==> config.mk <==
export PLATFORM = sky130hd
export DESIGN_NAME = pong_match_ctrl
export DESIGN_NICKNAME = d
export VERILOG_FILES = /design/src/rtl/pong_match_ctrl.sv
export SDC_FILE = /design/constraint.sdc
export NUM_CORES = 1
export LEC_CHECK = 0
export CORE_ASPECT_RATIO = 1.4
export CORE_UTILIZATION = 55
export CTS_CLUSTER_SIZE = 14
export DETAILED_ROUTE_END_ITERATION = 8
export PLACE_DENSITY = 0.72
export SYNTH_ARGS = -nofsm -noshare
export SYNTH_HDL_FRONTEND = slang
export SYNTH_SLANG_ARGS = --single-unit
export TNS_END_PERCENT = 50
==> constraint.sdc <==
create_clock -name clk -period 4.91 [get_ports clk]
set_clock_uncertainty 0.05 [all_clocks]
set_input_delay 0.491 -clock clk [delete_from_list [all_inputs] [get_ports clk]]
set_output_delay 0.491 -clock clk [all_outputs]
set_load 0.1 [all_outputs]
==> src/rtl/pong_match_ctrl.sv <==
// Match sequencer for the VGA Pong ball datapath: serve / play / pause / point /
// game-over flow, programmable ball step rate with rally speed-ups, and scoring.
module pong_match_ctrl #(
    parameter int unsigned STEP_PERIOD  = 32'd500000,
    parameter int unsigned MIN_PERIOD   = 32'd100000,
    parameter int unsigned PERIOD_DEC   = 32'd50000,
    parameter int unsigned SPEEDUP_HITS = 32'd4,
    parameter int unsigned SERVE_CYCLES = 32'd25000000,
    parameter int unsigned WIN_SCORE    = 32'd7
) (
    input  logic       clk,
    input  logic       reset,
    input  logic       start_btn,
    input  logic       pause_btn,
    input  logic       paddle_hit,
    input  logic       miss_left,
    input  logic       miss_right,
    output logic       ball_step_en,
    output logic       ball_reload,
    output logic       serve_dir,
    output logic [3:0] score_l,
    output logic [3:0] score_r,
    output logic       game_over,
    output logic [2:0] state
);

    typedef enum logic [2:0] {
        ST_IDLE  = 3'd0,
        ST_SERVE = 3'd1,
        ST_PLAY  = 3'd2,
        ST_PAUSE = 3'd3,
        ST_POINT = 3'd4,
        ST_OVER  = 3'd5
    } state_t;

    localparam logic [3:0] WIN4 = 4'(WIN_SCORE);

    // Score increment that sticks at the 4-bit maximum.
    function automatic logic [3:0] sat_inc(input logic [3:0] s);
        logic [3:0] res;
        if (s == 4'hF) begin
            res = s;
        end else begin
            res = s + 4'd1;
        end
        return res;
    endfunction

    // Shorter step period after a speed-up, floored at MIN_PERIOD without underflow.
    function automatic logic [31:0] speed_up(input logic [31:0] cur);
        logic [31:0] res;
        if ((cur > MIN_PERIOD) && ((cur - MIN_PERIOD) >= PERIOD_DEC)) begin
            res = cur - PERIOD_DEC;
        end else begin
            res = MIN_PERIOD;
        end
        return res;
    endfunction

    state_t      r_state, w_state_nxt;
    logic        r_start_q, r_pause_q;
    logic [31:0] r_step_cnt, w_step_cnt_nxt;
    logic [31:0] r_hit_cnt, w_hit_cnt_nxt;
    logic [31:0] r_serve_cnt, w_serve_cnt_nxt;
    logic [31:0] r_cur_period, w_cur_period_nxt;
    logic        r_step_en, w_step_en_nxt;
    logic        r_reload, w_reload_nxt;
    logic        r_serve_dir, w_serve_dir_nxt;
    logic [3:0]  r_score_l, w_score_l_nxt;
    logic [3:0]  r_score_r, w_score_r_nxt;
    logic        r_game_over, w_game_over_nxt;
    logic        w_start_edge, w_pause_edge;

    assign w_start_edge = start_btn & ~r_start_q;
    assign w_pause_edge = pause_btn & ~r_pause_q;

    // Next-state, counter and output decode for the match flow.
    always_comb begin
        w_state_nxt      = r_state;
        w_step_cnt_nxt   = r_step_cnt;
        w_hit_cnt_nxt    = r_hit_cnt;
        w_serve_cnt_nxt  = r_serve_cnt;
        w_cur_period_nxt = r_cur_period;
        w_step_en_nxt    = 1'b0;
        w_reload_nxt     = 1'b0;
        w_serve_dir_nxt  = r_serve_dir;
        w_score_l_nxt    = r_score_l;
        w_score_r_nxt    = r_score_r;
        case (r_state)
            ST_IDLE, ST_OVER: begin
                if (w_start_edge) begin
                    w_state_nxt     = ST_SERVE;
                    w_score_l_nxt   = 4'd0;
                    w_score_r_nxt   = 4'd0;
                    w_serve_dir_nxt = 1'b1;
                end else begin
                    w_state_nxt = r_state;
                end
            end
            ST_SERVE: begin
                if (r_serve_cnt >= (SERVE_CYCLES - 32'd1)) begin
                    w_state_nxt = ST_PLAY;
                end else begin
                    w_serve_cnt_nxt = r_serve_cnt + 32'd1;
                end
            end
            ST_PLAY: begin
                if (miss_left && miss_right) begin
                    // Simultaneous misses are a let: replay without scoring.
                    w_state_nxt = ST_POINT;
                end else if (miss_left) begin
                    w_state_nxt     = ST_POINT;
                    w_score_r_nxt   = sat_inc(r_score_r);
                    w_serve_dir_nxt = 1'b0;
                end else if (miss_right) begin
                    w_state_nxt     = ST_POINT;
                    w_score_l_nxt   = sat_inc(r_score_l);
                    w_serve_dir_nxt = 1'b1;
                end else if (w_pause_edge) begin
                    // Counts freeze from the pause edge onwards.
                    w_state_nxt = ST_PAUSE;
                end else begin
                    if (r_step_cnt >= (r_cur_period - 32'd1)) begin
                        w_step_cnt_nxt = 32'd0;
                        w_step_en_nxt  = 1'b1;
                    end else begin
                        w_step_cnt_nxt = r_step_cnt + 32'd1;
                    end
                    if (paddle_hit) begin
                        if (r_hit_cnt >= (SPEEDUP_HITS - 32'd1)) begin
                            w_hit_cnt_nxt    = 32'd0;
                            w_cur_period_nxt = speed_up(r_cur_period);
                        end else begin
                            w_hit_cnt_nxt = r_hit_cnt + 32'd1;
                        end
                    end else begin
                        w_hit_cnt_nxt = r_hit_cnt;
                    end
                end
            end
            ST_PAUSE: begin
                if (w_pause_edge) begin
                    w_state_nxt = ST_PLAY;
                end else begin
                    w_state_nxt = ST_PAUSE;
                end
            end
            ST_POINT: begin
                if ((r_score_l == WIN4) || (r_score_r == WIN4)) begin
                    w_state_nxt = ST_OVER;
                end else begin
                    w_state_nxt = ST_SERVE;
                end
            end
            default: begin
                w_state_nxt = ST_IDLE;
            end
        endcase
        // Any entry into SERVE_WAIT restarts the serve and re-arms the ball.
        if ((w_state_nxt == ST_SERVE) && (r_state != ST_SERVE)) begin
            w_reload_nxt     = 1'b1;
            w_serve_cnt_nxt  = 32'd0;
            w_step_cnt_nxt   = 32'd0;
            w_cur_period_nxt = STEP_PERIOD;
        end else begin
            w_reload_nxt = 1'b0;
        end
        w_game_over_nxt = (w_state_nxt == ST_OVER);
    end

    // State, counters, button samples and registered outputs.
    always_ff @(posedge clk) begin
        if (!reset) begin
            r_state      <= ST_IDLE;
            r_start_q    <= 1'b1;
            r_pause_q    <= 1'b1;
            r_step_cnt   <= 32'd0;
            r_hit_cnt    <= 32'd0;
            r_serve_cnt  <= 32'd0;
            r_cur_period <= STEP_PERIOD;
            r_step_en    <= 1'b0;
            r_reload     <= 1'b0;
            r_serve_dir  <= 1'b1;
            r_score_l    <= 4'd0;
            r_score_r    <= 4'd0;
            r_game_over  <= 1'b0;
        end else begin
            r_state      <= w_state_nxt;
            r_start_q    <= start_btn;
            r_pause_q    <= pause_btn;
            r_step_cnt   <= w_step_cnt_nxt;
            r_hit_cnt    <= w_hit_cnt_nxt;
            r_serve_cnt  <= w_serve_cnt_nxt;
            r_cur_period <= w_cur_period_nxt;
            r_step_en    <= w_step_en_nxt;
            r_reload     <= w_reload_nxt;
            r_serve_dir  <= w_serve_dir_nxt;
            r_score_l    <= w_score_l_nxt;
            r_score_r    <= w_score_r_nxt;
            r_game_over  <= w_game_over_nxt;
        end
    end

    assign state        = r_state;
    assign ball_step_en = r_step_en;
    assign ball_reload  = r_reload;
    assign serve_dir    = r_serve_dir;
    assign score_l      = r_score_l;
    assign score_r      = r_score_r;
    assign game_over    = r_game_over;

endmodule

==> results of run 1 <==
==> where the power goes <==
| part | total [W] | internal, W | switching, W |
|---|---|---|---|
| clock network | 0.00136 | 0.000852 | 0.000508 |
| registers | 0.00116 | 0.00115 | 0.00000778 |
| logic | 0.0000949 | 0.0000273 | 0.0000676 |
| total | 0.00261 | 0.00203 | 0.000583 |
==> through the flow <==
step	area [µm²]	util (%)	setup WS, ps
2_1_floorplan	7920	-	1120
4_1_cts	8840	63.2	529
5_1_grt	8840	63.2	62.1
3_3_place_gp	8220	58.8	758
6_report	8840	63.2	541
3_5_place_dp	8220	58.8	554
==> flip-flops by register name, summed over array words and instances (netlist names) <==
| register | count |
|---|---|
| r_hit_cnt | 32 |
| r_serve_cnt | 32 |
| r_step_cnt | 32 |
| r_cur_period | 28 |
| score_l | 4 |
| score_r | 4 |
| state | 3 |
| ball_reload | 1 |
| ball_step_en | 1 |
| game_over | 1 |
| r_pause_q | 1 |
| r_start_q | 1 |
| serve_dir | 1 |
==> placed cells by master, fill, tap and decap left out, types with 9 or more instances in the layout <==
| cell type | count |
|---|---|
| a21oi_1 | 69 |
| a31oi_1 | 14 |
| and2_1 | 14 |
| and3_1 | 18 |
| clkbuf_16 | 17 |
| clkdlybuf4s50_1 | 21 |
| dfxtp_1 | 141 |
| ha_1 | 43 |
| inv_1 | 17 |
| nand2_1 | 67 |
| nand2b_1 | 11 |
| nand3_1 | 49 |
| nand4_1 | 25 |
| nor2_1 | 120 |
| nor2b_1 | 15 |
| nor3_1 | 35 |
| nor4_1 | 21 |
| o21ai_0 | 21 |
| or3_1 | 9 |
| xnor2_1 | 54 |
| xor2_1 | 54 |
==> metal layers <==
layer / global-route usage (%) / vias to the layer above / wire length, µm
met5: 0 / - / 0
met4: 11.7 / 0 / 558
met3: 4.98 / 43 / 535
met2: 48.8 / 111 / 9760
met1: 27.2 / 3204 / 7370
li1: - / 3403 / -
==> how the worst max path moves through the flow <==
stage                    start              to  slack (ps)  cells past startpoint
3_5_place_dp   r_cur_period[5]  r_step_cnt[17]         550                     17
3_3_place_gp   r_cur_period[5]   r_step_cnt[7]         760                     17
6_report       r_cur_period[5]   r_step_cnt[2]         540                     17
5_1_grt        r_cur_period[4]  r_step_cnt[16]          60                     17
4_1_cts        r_cur_period[5]  r_step_cnt[17]         530                     17
2_1_floorplan  r_cur_period[5]   r_step_cnt[1]        1120                     17
==> worst reg2reg max path: stages, from the launching register on <==
cell and delay [ps]:
dfxtp_1 390, inv_1 180, ha_1 260, nand2b_1 90, nor4_1 440, and3_1 330
nand2_1 110, or2_2 340, nor2_1 120, xnor2_1 130, ha_1 270, a21o_1 170
a21oi_1 150, a21oi_1 90, o41ai_1 560, nand4b_1 160, buf_4 270, a21oi_1 180
==> area by class of cell <==
cell class | count | area, µm² | share of cell area (%)
Clock inverter | 14 | 193 | 2.18
Timing Repair Buffer | 27 | 255 | 2.89
Inverter | 17 | 63.8 | 0.722
Tap cell | 185 | 231 | 2.62
Clock buffer | 18 | 429 | 4.86
Sequential cell | 141 | 2820 | 31.9
Multi-Input combinational cell | 746 | 4840 | 54.8
==> cell families (layout without fill, tap and decap cells) <==
family	after synthesis	count (layout)	share of synthesized area, %
flops	141	141	35.6
mux	6	6	0.774
compound gates	165	165	13.2
simple gates	423	423	28.1
xor+xnor	108	108	11.9
fa+ha+maj	44	44	6.92
buf+inv	64	76	3.39
==> flow_summary.toml, run 1 <==
[status]
outcome = "completed"

[finish]
antennaDiodeCount = 0
final_layout_size_suffix_gt1_share_pct = 6.23
fin_nets = 1000
stdcell_count = 1148
syn_to_final_growth_pct = 11.5
fill_cells = 1217

[timing]
post-route-min-period_ps = 4370
clock.fmax_mhz = 229
hold_viol = 0
drv_slew = 0
worst_slew_pin_slew_ps = 994
period_share_pct = 89.0
hold_slack_ps = 409
rsz0062_at_grt = "false"
fin_setup_tns_ps = 0
slew_headroom_pct = 33.5
report.final.setup_viol = 0

[critical_path]
start_kind = "flop"
worstSetupPathType = "flop to flop"
crit_top_cell = "a21oi_1"
critPathCaptureType = "flop"
crit_arrival_ps = 4670
r2r-start = "r_cur_period[5]"
cp_cell_sequence = "inv_1 > ha_1 > nand2b_1 > nor4_1 > and3_1 > nand2_1 > or2_2 > nor2_1 > xnor2_1 > ha_1 > a21o_1 > a21oi_1 > a21oi_1 > o41ai_1 > nand4b_1 > buf_4 > a21oi_1"
critPathMaxStageDelay_ps = 560
rr_endpoint = "r_step_cnt[2]"
r2r_cells = 17
path_delay_family = "simple AND/OR/NAND/NOR gates"
cp_slowest_cell = "o41ai_1"
ff2ff_setup_slack_ps = 540
path_max_fanout = 32
required_ps = 5210
path_buf_inv = 2

[worst_hold_path]
hold_end = "r_serve_cnt[29]"
min_path_cells = 1
hold_class = "flop to flop"
hp-start = "r_serve_cnt[29]"

[placement]
dp.cells = 1116
gp_congestion = 0.892
port_buffers = 21
dpl.hpwl_um = 13200

[synth]
async_reset_ff_share_pct = 0
syn_area_um2 = 7920
synth_seq_area_share_pct = 35.6
synth-edff-count = 0
syn_avg_cell_area_um2 = 8.33
synth_most_common_cell = "dfxtp_1"
synth_fp_nets = 1001
synth_ff_type = "dfxtp_1"
synth.distinct_cells = 71
ys.warnings.count = 0
synth.area.top_cells = "dfxtp_1 (36%), ha_1 (6.8%), xnor2_1 (6.0%)"
ys_ff_latch = 141
yosys.area.top_type = "dfxtp_1"
synth_common_cells = "dfxtp_1 (141), nor2_1 (120), a21oi_1 (70), nand2_1 (67)"
synthCells = 951
synth_top_area_share_pct = 35.6

[clock_network]
htree_levels = 4
path_clk_slew_ps = 60
clk_path_buf_depth = 2
clock_latency_ps = 430
clock-root-buffer = "clkbuf_16"
clkSinkCount = 141
post_cts_resized = 0
cts_hold_buffers = 0
cts_tree = "yes"
postCtsSetupBuffers = 0
cts_made_buffers = 17

[pwr]
ir_drop_uv = 205
total_power_w = 0.00261
p_leak_nw = 3.21
powerDensity_nw_per_um2 = 295

[grt]
grt_first_pass_wirelength_um = 29900
grt_util_all_layers_pct = 26.0
grt_pass1_vias = 6429
grt_max_degree = 33
gr-total-overflow = 0
antenna_found_initial = 0

[routing]
wire_per_inst_um = 15.9
drc_errors = 0
drtIter0Drc = 354
ant_nets = 0
first_pass_iters = 6
vias = 6761
viasPerCell = 5.89
routed_wl_um = 18200

[flow_run]
max_cap_violations = 0

[floorplan]
initial_utilization_pct = 56.7
fp.dieH_um = 144
core-area_um2 = 14000
dieArea_um2 = 14900
rows = 51
dieWidth_um = 103
ioPinCount = 22
Power figures use the tool's default switching activity.
==> run 2, diff against run 1 <==
--- a/config.mk
+++ b/config.mk
@@ -11,4 +11,5 @@
 export DETAILED_ROUTE_END_ITERATION = 8
 export PLACE_DENSITY = 0.72
+export SETUP_SLACK_MARGIN = 0.15
 export SYNTH_ARGS = -nofsm -noshare
 export SYNTH_HDL_FRONTEND = slang
--- a/constraint.sdc
+++ b/constraint.sdc
@@ -3,3 +3,3 @@
 set_input_delay 0.491 -clock clk [delete_from_list [all_inputs] [get_ports clk]]
 set_output_delay 0.491 -clock clk [all_outputs]
-set_load 0.1 [all_outputs]
+set_load 0.05 [all_outputs]
==> run 2 against run 1 <==
Sequential share of layout area barely moved. First-iteration DRC count fell by 6.5%. Clock power barely moved. Largest cell class unchanged. Highest routed layer unchanged.
==> flow_summary.toml, run 2 (synthesis results as in run 1) <==
[pwr]
p_leak_nw = 3.21
powerDensity_nw_per_um2 = 294
ir_drop_uv = 206

[routing]
routed_wl_um = 18200
vias = 6716
viasPerCell = 5.85
drc_errors = 0
drtIter0Drc = 331
ant_nets = 0
wire_per_inst_um = 15.8
first_pass_iters = 5

[finish]
syn_to_final_growth_pct = 11.6
layout_commonest_cell = "dfxtp_1"
largestRegisters = "r_hit_cnt (32), r_serve_cnt (32), r_step_cnt (32)"
mostFrequentLayoutCells = "dfxtp_1 (141), nor2_1 (120), a21oi_1 (69), nand2_1 (67)"
antennaDiodeCount = 0
fill_cells = 1217
final_layout_size_suffix_gt1_share_pct = 6.33
fin_nets = 1000

[timing]
post-route-min-period_ps = 4180
setup_ws_ps = 726
period_share_pct = 85.2
slew_headroom_pct = 34.2
worst_slew_pin_slew_ps = 986
drv_slew = 0
fin_setup_tns_ps = 0
hold_viol = 0
clock.fmax_mhz = 239
report.final.setup_viol = 0
rsz0062_at_grt = "false"

[floorplan]
core-area_um2 = 14000
fp.dieH_um = 144
dieWidth_um = 103
rows = 51
initial_utilization_pct = 56.7
dieArea_um2 = 14900
ioPinCount = 22

[clock_network]
clock-root-buffer = "clkbuf_16"
path_clk_slew_ps = 60
clkSinkCount = 141
cts_made_buffers = 17
cts_hold_buffers = 0
clk_path_buf_depth = 2
clock_latency_ps = 420
cts_tree = "yes"
htree_levels = 4

[placement]
dpl.hpwl_um = 13200
port_buffers = 21
dp_worst_setup_slack_ps = 554
gp_congestion = 0.892

[grt]
gr-total-overflow = 0
antenna_found_initial = 0
grt_first_pass_wirelength_um = 29900
grt_util_all_layers_pct = 26.0
grt_max_degree = 33
grt_pass1_vias = 6429

[critical_path]
path_max_fanout = 32
r2r-start = "r_cur_period[5]"
worstSetupPathType = "flop to flop"
critPathCaptureType = "flop"
required_ps = 5210
crit_start = "r_cur_period[5]"
start_kind = "flop"
crit_arrival_ps = 4490

[worst_hold_path]
hold_class = "flop to flop"
hp-start = "r_serve_cnt[29]"

[flow_run]
max_cap_violations = 0

[status]
outcome = "completed"
## run 2: cell count changes in the layout (fill, tap and decap cells not counted)
| cell | change |
|---|---|
| o41ai_2 | +1 |
| o41ai_1 | -1 |
## run 2: stage by stage
step	total power (W)	area [µm²]	hold WS [ps]	std cells	utilization, %
after floorplan	0.00124	7920	380	951	-
after global placement	0.00127	8220	393	1116	58.8
after detailed placement	0.00127	8220	397	1116	58.8
after CTS	0.00262	8840	414	1148	63.2
after global routing	0.00267	8850	426	1148	63.3
final	0.00260	8850	409	1148	63.3
## run 2: critical path, stage by stage (launching register included)
cell	delay (ps)
dfxtp_1	390
inv_1	180
ha_1	260
nand2b_1	90
nor4_1	450
and3_1	330
nand2_1	110
or2_2	340
nor2_1	120
xnor2_1	130
ha_1	270
a21o_1	170
a21oi_1	150
a21oi_1	100
o41ai_2	390
nand4b_1	140
buf_4	270
a21oi_1	170
## run 2: metal layers
metal	wire length [µm]	vias up	GRT usage, %
li1	-	3406	-
met1	7260	3153	27.2
met2	9830	120	48.8
met3	528	37	4.98
met4	528	0	11.7
met5	0	-	0
## run 2: report_power, final
| group | internal (W) | switching [W] |
|---|---|---|
| clock network | 0.000852 | 0.000503 |
| logic | 0.0000274 | 0.0000578 |
| registers | 0.00115 | 0.00000762 |
## run 2: final timing paths
check                                       end  slack, ps  cells after the start
worst max-delay path             r_step_cnt[17]        730                     17
worst min-delay path            r_serve_cnt[29]        410                      1
worst max register to register   r_step_cnt[17]        730                     17
worst min register to register  r_serve_cnt[29]        410                      1
## run 2: repair_timing
| action | 4_1_cts | 5_1_grt |
|---|---|---|
| resized for setup | 0 | 1 |
| setup endpoints to repair | 0 | 32 |
| setup buffers | 0 | 0 |
## run 2: area by class of cell
class	instances	area (µm²)	share of cell area, %
clock buffer	18	429	4.85
clock inverter	14	193	2.18
inverter	17	63.8	0.721
multi-input combinational	746	4850	54.8
sequential	141	2820	31.9
tap	185	231	2.62
timing repair buffer	27	255	2.89
==> run 3, diff against run 2 <==
SLEW_MARGIN = 0   (was unset)
==> results of run 3 <==
Same layout as run 2: the final DEF is identical, and so are final timing and power.
